==> config.mk <==
export PLATFORM = sky130hd
export DESIGN_NAME = stack_arbiter_flat
export DESIGN_NICKNAME = d
export VERILOG_FILES = /design/src/rtl/stack_arbiter_if.sv /design/src/rtl/stack_arbiter.sv /design/src/flat_wrapper.sv
export SDC_FILE = /design/constraint.sdc
export NUM_CORES = 1
export LEC_CHECK = 0
export CORE_ASPECT_RATIO = 1.25
export CORE_MARGIN = 2
export CORE_UTILIZATION = 30
export CTS_CLUSTER_DIAMETER = 50
export DETAILED_ROUTE_END_ITERATION = 10
export PLACE_DENSITY = 0.7
export SKIP_CTS_REPAIR_TIMING = 1
export SYNTH_ARGS = -nofsm -noshare
export SYNTH_HDL_FRONTEND = slang
export SYNTH_SLANG_ARGS = --single-unit
==> constraint.sdc <==
create_clock -name clk -period 3.26 [get_ports clk]
set_input_delay 0.815 -clock clk [delete_from_list [all_inputs] [get_ports clk]]
set_output_delay 0.815 -clock clk [all_outputs]
set_load 0.01 [all_outputs]
==> src/rtl/stack_arbiter_if.sv <==
// Client-side handshake bundle for stack_arbiter.
//   req[1:0]      per-requester request, held until acknowledged
//   op[1:0]       per-requester operation (1 = push, 0 = pop)
//   wdata0/1      push data for requester 0 / requester 1
//   ack[1:0]      one-cycle acknowledge to the granted requester
//   rsp_data      popped value, valid while ack is high
//   rsp_err       operation rejected (overflow/underflow), valid with ack
interface stack_arbiter_if #(
  parameter int DW = 32
);
  logic [1:0]    req;
  logic [1:0]    op;
  logic [DW-1:0] wdata0;
  logic [DW-1:0] wdata1;
  logic [1:0]    ack;
  logic [DW-1:0] rsp_data;
  logic          rsp_err;

  modport master (output req, op, wdata0, wdata1, input ack, rsp_data, rsp_err);
  modport slave  (input req, op, wdata0, wdata1, output ack, rsp_data, rsp_err);
endinterface

==> src/rtl/stack_arbiter.sv <==
// Two-requester round-robin arbiter and sequencer for a LIFO stack memory.
// Issues one single-cycle stack operation per grant, rejects overflow and
// underflow before they reach the stack, and returns popped data with a
// one-cycle acknowledge.
//
// Ports:
//   clk, rst        clock, synchronous active-high reset
//   cli             client handshake (req/op/wdata in, ack/rsp_data/rsp_err out)
//   busy            high whenever the FSM is not IDLE
//   ovf_sticky      set by a rejected push, cleared only by rst
//   unf_sticky      set by a rejected pop, cleared only by rst
//   stk_enable/push/pop, stk_data_in   stack strobes and push data
//   stk_data_out, stk_sp, stk_empty    stack top, occupancy, empty flag
//
// state | meaning
// IDLE  | waiting for a request; arbitration and grant latch
// ISSUE | legality check, single-cycle stack strobe
// RESP  | ack pulse to the granted requester, round-robin update
module stack_arbiter #(
  parameter int DEPTH = 64,
  parameter int DW    = 32
) (
  input  logic           clk,
  input  logic           rst,
  stack_arbiter_if.slave cli,
  output logic           busy,
  output logic           ovf_sticky,
  output logic           unf_sticky,
  output logic           stk_enable,
  output logic           stk_push,
  output logic           stk_pop,
  output logic [DW-1:0]  stk_data_in,
  input  logic [DW-1:0]  stk_data_out,
  input  logic [31:0]    stk_sp,
  input  logic           stk_empty
);

  typedef enum logic [1:0] {
    IDLE  = 2'd0,
    ISSUE = 2'd1,
    RESP  = 2'd2
  } state_t;

  state_t        state_q, state_d;
  logic          rr_q;
  logic          g_q;
  logic          op_q;
  logic [DW-1:0] data_q;
  logic [DW-1:0] rsp_data_q;
  logic          rsp_err_q;
  logic          win;
  logic          legal;
  logic [1:0]    ack;

  // A lone requester wins outright; on contention the rr pointer decides.
  assign win   = (cli.req == 2'b11) ? rr_q : cli.req[1];
  assign legal = op_q ? (stk_sp != 32'(DEPTH)) : !stk_empty;

  always_ff @(posedge clk) begin
    if (rst) state_q <= IDLE;
    else     state_q <= state_d;
  end

  always_comb begin
    state_d = state_q;
    case (state_q)
      IDLE:    if (|cli.req) state_d = ISSUE;
      ISSUE:   state_d = RESP;
      RESP:    state_d = IDLE;
      default: state_d = IDLE;
    endcase
  end

  // Strobes and ack are gated by rst so a reset landing in ISSUE or RESP
  // never reaches the stack or the requester.
  always_comb begin
    ack         = 2'b00;
    stk_enable  = 1'b0;
    stk_push    = 1'b0;
    stk_pop     = 1'b0;
    stk_data_in = '0;
    busy        = (state_q != IDLE);
    case (state_q)
      ISSUE: begin
        stk_data_in = data_q;
        if (legal && !rst) begin
          stk_enable = 1'b1;
          stk_push   = op_q;
          stk_pop    = !op_q;
        end
      end
      RESP: begin
        if (!rst) ack[g_q] = 1'b1;
      end
      default: ;
    endcase
  end

  always_ff @(posedge clk) begin
    if (rst) begin
      rr_q       <= 1'b0;
      g_q        <= 1'b0;
      op_q       <= 1'b0;
      data_q     <= '0;
      rsp_data_q <= '0;
      rsp_err_q  <= 1'b0;
      ovf_sticky <= 1'b0;
      unf_sticky <= 1'b0;
    end else begin
      case (state_q)
        IDLE: begin
          if (|cli.req) begin
            g_q    <= win;
            op_q   <= cli.op[win];
            data_q <= win ? cli.wdata1 : cli.wdata0;
          end
        end
        ISSUE: begin
          if (legal) begin
            rsp_err_q <= 1'b0;
            // stk_data_out is still the pre-pop top at this edge
            if (!op_q) rsp_data_q <= stk_data_out;
          end else begin
            rsp_err_q <= 1'b1;
            if (op_q) begin
              ovf_sticky <= 1'b1;
            end else begin
              unf_sticky <= 1'b1;
              rsp_data_q <= '0;
            end
          end
        end
        RESP: rr_q <= ~g_q;
        default: ;
      endcase
    end
  end

  assign cli.ack      = ack;
  assign cli.rsp_data = rsp_data_q;
  assign cli.rsp_err  = rsp_err_q;

endmodule

==> src/flat_wrapper.sv <==
// flat-port wrapper written by rule: the top's interface ports become plain ports
module stack_arbiter_flat 
#(
  parameter int DEPTH = 64,
  parameter int DW    = 32
)
  (clk, rst, busy, ovf_sticky, unf_sticky, stk_enable, stk_push, stk_pop, stk_data_in, stk_data_out, stk_sp, stk_empty, cli_req, cli_op, cli_wdata0, cli_wdata1, cli_ack, cli_rsp_data, cli_rsp_err);
  stack_arbiter_if #(.DW(DW)) cli_i ();
  input  logic clk;
  input  logic rst;
  output logic busy;
  output logic ovf_sticky;
  output logic unf_sticky;
  output logic stk_enable;
  output logic stk_push;
  output logic stk_pop;
  output logic [DW-1:0] stk_data_in;
  input  logic [DW-1:0] stk_data_out;
  input  logic [31:0] stk_sp;
  input  logic stk_empty;
  input wire logic [$bits(cli_i.req)-1:0] cli_req;
  input wire logic [$bits(cli_i.op)-1:0] cli_op;
  input wire logic [$bits(cli_i.wdata0)-1:0] cli_wdata0;
  input wire logic [$bits(cli_i.wdata1)-1:0] cli_wdata1;
  output wire logic [$bits(cli_i.ack)-1:0] cli_ack;
  output wire logic [$bits(cli_i.rsp_data)-1:0] cli_rsp_data;
  output wire logic [$bits(cli_i.rsp_err)-1:0] cli_rsp_err;
  assign cli_i.req = cli_req;
  assign cli_i.op = cli_op;
  assign cli_i.wdata0 = cli_wdata0;
  assign cli_i.wdata1 = cli_wdata1;
  assign cli_ack = cli_i.ack;
  assign cli_rsp_data = cli_i.rsp_data;
  assign cli_rsp_err = cli_i.rsp_err;
  stack_arbiter #(.DEPTH(DEPTH), .DW(DW)) u_core (.clk(clk), .rst(rst), .cli(cli_i), .busy(busy), .ovf_sticky(ovf_sticky), .unf_sticky(unf_sticky), .stk_enable(stk_enable), .stk_push(stk_push), .stk_pop(stk_pop), .stk_data_in(stk_data_in), .stk_data_out(stk_data_out), .stk_sp(stk_sp), .stk_empty(stk_empty));
endmodule
==> flow_metrics.tcl, run 1 <==
set metrics [dict create \
    fillers 837 \
    global_route.usage.met1 0.189 \
    finalSetupViolCount 0 \
    critical_path_class "in2out" \
    area_growth_syn_to_layout_pct 85.8 \
    clock_sink_count 72 \
    antenna_found_initial 0 \
    maximum_number_of_pins_on_one_net_before_global_route_repair 55 \
    nNetsFinal 642 \
    grtUsageTotal 0.172 \
    ios 208 \
    routabilityCongestion 0.699 \
    yosys_warning_count 0 \
    max_freq_ghz 0.325 \
    cts_tree "built" \
    cp-end-kind "output pin" \
    final_hold_violation_count 0 \
    yosys_top_cell_by_area "dfxtp_1" \
    clk_path_buf_depth 2 \
    synth.ff_latch_count 72 \
    clk-insertion-delay-late_ns 0.32 \
    min_delay_path_depth 2 \
    rsz0062_at_grt "false" \
    p_leak_nw 2.24 \
    relSlewSlack 0.695 \
    vias_per_cell 4.73 \
    syn_area_per_cell_um2 9.77 \
    hold_class "reg2reg" \
    placeableCoreArea_um2 9660 \
    register_clock_pin_slew_on_the_reported_worst_setup_and_hold_paths_ns 0.06 \
    reg2reg_to "u_core.cli.rsp_err" \
    groute.layer.met3.usage 0.0748 \
    fp.dieArea_um2 10800 \
    run_status "finished clean" \
    layout_worst_path_cycle_share 0.945 \
    seqCellArea_um2 1440 \
    ctsHtreeMaxLevel 3 \
    seq_area_frac_synth 0.482 \
    clock_tree.root_cell "clkbuf_16" \
    place.port_buffers 207 \
    synth-async-reset-ratio 0 \
    peakVddDrop_mv 0.209 \
    final_layout_size_suffix_gt1_frac 0.0684 \
    critPathMaxFanout 3 \
    gr-max-usage-layer "met2" \
    post_synth_instance_area_um2 2990 \
    timing.critical_path.arrival_ns 2.26 \
    first_pass_iters 4 \
    residual_drc 0 \
    min_delay_worst_endpoint "u_core.ovf_sticky" \
    groute.layer.met2.usage 0.300 \
    chipWidth_um 93.3 \
    tns_ns 0 \
    synth_nets 441 \
    route.final.wire_length_um 9460 \
    power.density_cell_area_nw_per_um2 440 \
    number_of_placement_rows 40 \
    critPathLaunchType "input pin" \
    dp_hpwl_um 7160 \
    yosysTopAreaCellShare 0.482 \
    height_of_the_die_um 116 \
    smallest_hold_slack_ns 0.450 \
    yosys-top-cells-area "dfxtp_1 (48%), mux2i_1 (11%), a22o_1 (9.4%), a211oi_1 (8.3%), and2_1 (6.7%)" \
    timing.max_cap.violations 0 \
    synth_cell_type_count 28 \
    antenna_cells 0 \
    synthFlopType "dfxtp_1" \
    report.final.slew_viol_count 0 \
    tritoncts.num_buffers 9 \
    initial_utilization 0.310 \
    timing.final.crit_period_ns 3.08 \
    ff2ff_setup_slack_ns 1.54 \
    reg2regPathDepth 4 \
    finalClockSkew_ns 0.00813 \
    grt_pass1_vias 2959 \
    critical_path.startpoint "stk_empty" \
    ant_nets 0 \
    worstMarginPinSlew_ns 0.455 \
    detailedRoute.firstIterationViolations 74 \
    grt_first_pass_wirelength_um 14400 \
    route.detailed.wl_per_inst_um 14.8 \
    postSynthCellCount 306 \
    regToRegStartpoint "u_core.op_q" \
    vias 3020 \
    critPathRequiredTime_ns 2.44 \
    mostFrequentLayoutCells "clkdlybuf4s50_1 (204), dfxtp_1 (72), nor2_1 (41), mux2i_1 (33), a211oi_1 (33)" \
    hold_wc_startpoint "u_core.ovf_sticky" \
    synth-edff-count 0 \
    grt-ovfl-total 0 \
    multi_input_area_um2 1480 \
    most_common_cell_after_layout_fill_and_taps_aside "clkdlybuf4s50_1" \
]
[cell families after synthesis]
kind of cell           Yosys count  synth area share
DFF                             72             0.482
muxes                           33             0.110
buffers and inverters           29            0.0414
AOI/OAI and AO/OA               73             0.193
and+or+nand+nor                 99             0.173
[synth_stat cells (all sizes together) (2+ instances only)]
cell / instances
nor4b: 2
nor2: 43
mux2i: 33
a21oi: 3
a211oi: 33
a22o: 32
and2: 32
nand2: 3
buf: 10
inv: 3
nor3: 4
dfxtp: 72
o21ai: 2
clkbuf: 16
nor4: 7
nand2b: 2
[stage by stage]
step | worst slack, ns | instances | power (mW) | utilization | area (um2)
finish | 0.181 | 638 | 2.45 | 0.575 | 5560
global route | 0.0361 | 638 | 2.57 | 0.575 | 5560
CTS | -0.158 | 638 | 2.48 | 0.572 | 5530
detailed placement | -0.132 | 622 | 1.50 | 0.541 | 5230
global placement | -0.110 | 622 | 1.49 | 0.541 | 5230
floorplan | 0.697 | 306 | 1.20 | - | 2990
[cell type report]
class / count / share of cell area
Timing Repair Buffer: 216 / 0.390
Multi-Input combinational cell: 205 / 0.267
Sequential cell: 72 / 0.259
Clock buffer: 11 / 0.0437
Tap cell: 126 / 0.0284
Clock inverter: 5 / 0.0101
Inverter: 3 / 0.00203
[power breakdown]
group / switching (mW) / total [mW] / internal (mW)
Sequential: 0.0327 / 0.981 / 0.948
Clock: 0.357 / 0.969 / 0.611
Combinational: 0.196 / 0.496 / 0.300
[metal layers]
metal | vias to the layer above | part of all wire
met5 | - | 0
met4 | 0 | 0.013
met3 | 10 | 0.11
met2 | 150 | 0.47
met1 | 1346 | 0.40
li1 | 1514 | -
[sequential cells by signal (all words and copies together), names as in the netlist]
name	cells
u_core.data_q	32
u_core.ovf_sticky	1
u_core.unf_sticky	1
u_core.state_q	2
u_core.cli.rsp_data	32
u_core.cli.rsp_err	1
u_core.rr_q	1
u_core.op_q	1
u_core.g_q	1
[critical path: stages]
cell and delay, ns:
clkdlybuf4s50_1 0.43, buf_4 0.16, nor4_4 0.26, clkdlybuf4s50_1 0.60
[worst max-delay path by stage]
stage | slack, ns | endpoint
4_1_cts | -0.16 | stk_push
3_5_place_dp | -0.13 | stk_enable
2_1_floorplan | 0.70 | stk_pop
5_1_grt | 0.04 | stk_enable
3_3_place_gp | -0.11 | stk_enable
6_report | 0.18 | stk_pop
(Power assumes the default switching activity.)
==> run 2, diff against run 1 <==
CELL_PAD_IN_SITES_DETAIL_PLACEMENT = 1   (was unset)
CELL_PAD_IN_SITES_GLOBAL_PLACEMENT = 2   (was unset)
CORE_UTILIZATION = 20   (was 30)
CTS_CLUSTER_DIAMETER = 30   (was 50)
PLACE_DENSITY = unset   (was 0.7)
PLACE_DENSITY_LB_ADDON = 0.1   (was unset)
==> run 2 against run 1 <==
Cell area increased by 1.7%. Highest routed layer unchanged. Global-route usage decreased by 3.7 points. Fmax decreased by 0.51%. Hold slack got worse by 0.0029 ns.
==> flow_metrics.tcl, run 2 (same netlist as run 1, synthesis figures left out) <==
set metrics [dict create \
    run_status "finished clean" \
    ios 208 \
    first_pass_iters 4 \
    critPathLaunchType "input pin" \
    dp_hpwl_um 8210 \
    place_worst_setup_slack_ns -0.137 \
    finalClockSkew_ns 0.00636 \
    worstMarginPinSlew_ns 0.357 \
    initial_utilization 0.206 \
    ant_nets 0 \
    rsz0062_at_grt "false" \
    final_hold_violation_count 0 \
    timing.critical_path.arrival_ns 2.28 \
    nNetsFinal 642 \
    chipWidth_um 113 \
    ctsHtreeMaxLevel 3 \
    final_core_util 0.389 \
    hold_class "reg2reg" \
    tritoncts.num_buffers 9 \
    report.final.slew_viol_count 0 \
    detailed_place.area_um2 5290 \
    final-instance-count-excl-fill 690 \
    critical_path_class "in2out" \
    regToRegStartpoint "u_core.op_q" \
    finalSetupViolCount 0 \
    numPlacedInstances 674 \
    grt_pass1_vias 3261 \
    clk-insertion-delay-late_ns 0.33 \
    p_leak_nw 2.25 \
    power.density_cell_area_nw_per_um2 459 \
    setup_slack_ns 0.165 \
    critical_path.startpoint "stk_empty" \
    register_clock_pin_slew_on_the_reported_worst_setup_and_hold_paths_ns 0.06 \
    number_of_placement_rows 49 \
    final_layout_size_suffix_gt1_frac 0.0664 \
    route.final.wire_length_um 10800 \
    hold_wc_startpoint "u_core.ovf_sticky" \
    residual_drc 0 \
    height_of_the_die_um 141 \
    critPathMaxFanout 3 \
    layout_worst_path_cycle_share 0.949 \
    mostFrequentLayoutCells "clkdlybuf4s50_1 (204), dfxtp_1 (72), nor2_1 (41), mux2i_1 (33), a211oi_1 (33)" \
    max_freq_ghz 0.323 \
    antenna_cells 0 \
    grtUsageTotal 0.135 \
    vias 3087 \
    place.port_buffers 207 \
    critPathRequiredTime_ns 2.44 \
    antenna_found_initial 0 \
    placeableCoreArea_um2 14500 \
    cp-end-kind "output pin" \
    tns_ns 0 \
    grt-ovfl-total 0 \
    route.detailed.wl_per_inst_um 15.7 \
    clock_sink_count 72 \
    area_growth_syn_to_layout_pct 89.0 \
    relSlewSlack 0.761 \
    timing.final.crit_period_ns 3.09 \
    timing.max_cap.violations 0 \
    routabilityCongestion 0.700 \
    peakVddDrop_mv 0.189 \
    finalInstanceArea_um2 5650 \
    most_common_cell_after_layout_fill_and_taps_aside "clkdlybuf4s50_1" \
    maximum_number_of_pins_on_one_net_before_global_route_repair 67 \
    cts_tree "built" \
    clock_tree.root_cell "clkbuf_16" \
    detailedRoute.firstIterationViolations 62 \
    vias_per_cell 4.47 \
    clk_path_buf_depth 2 \
    fp.dieArea_um2 16000 \
    grt_first_pass_wirelength_um 16800 \
]
## run 2: changes by cell type in the layout (fill, tap and decap cells not counted)
| cell | change |
|---|---|
| nor4_2 | -2 |
| a2111oi_1 | -1 |
| clkbuf_1 | -1 |
| clkinvlp_4 | +1 |
| nor4_1 | +2 |
| clkinv_2 | -2 |
| a2111oi_0 | +1 |
| clkinv_4 | -1 |
| clkbuf_8 | +2 |
| bufinv_16 | +1 |
## run 2: final cells by class
| cell class | instances | area, um2 |
|---|---|---|
| fill | 1644 | 8880 |
| tap | 178 | 223 |
| multi-input combinational | 205 | 1470 |
| clock inverter | 4 | 75.1 |
| sequential | 72 | 1440 |
| timing repair buffer | 216 | 2160 |
| inverter | 3 | 11.3 |
| clock buffer | 12 | 267 |
## run 2: critical path, cell delays in order
cell             delay, ns
clkdlybuf4s50_1       0.43
buf_4                 0.16
nor4_4                0.27
clkdlybuf4s50_1       0.60
## run 2: through the flow
stage | hold slack [ns] | total power [mW]
2_1_floorplan | 0.449 | 1.20
3_3_place_gp | 0.437 | 1.50
3_5_place_dp | 0.442 | 1.51
4_1_cts | 0.451 | 2.64
5_1_grt | 0.483 | 2.72
6_report | 0.447 | 2.59
## run 2: path summary, 6_finish.rpt
| check | slack (ns) | depth (start not counted) | endpoint |
|---|---|---|---|
| max | 0.17 | 4 | stk_pop |
| min | 0.45 | 2 | u_core.ovf_sticky |
| min reg2reg | 0.45 | 2 | u_core.ovf_sticky |
| max reg2reg | 1.53 | 4 | u_core.cli.rsp_err |
## run 2: where the power goes
part           switching, mW  total (mW)  internal, mW
Clock                  0.377        1.11         0.732
Combinational          0.201       0.501         0.300
Sequential            0.0328       0.981         0.948
## run 2: per-layer routing
layer	wire [um]	vias to the layer above	part of all wire	global-route usage
li1	-	1515	-	-
met1	4470	1430	0.41	0.152
met2	5220	126	0.48	0.231
met3	903	16	0.083	0.0451
met4	231	0	0.021	0.0584
met5	0	-	0	0
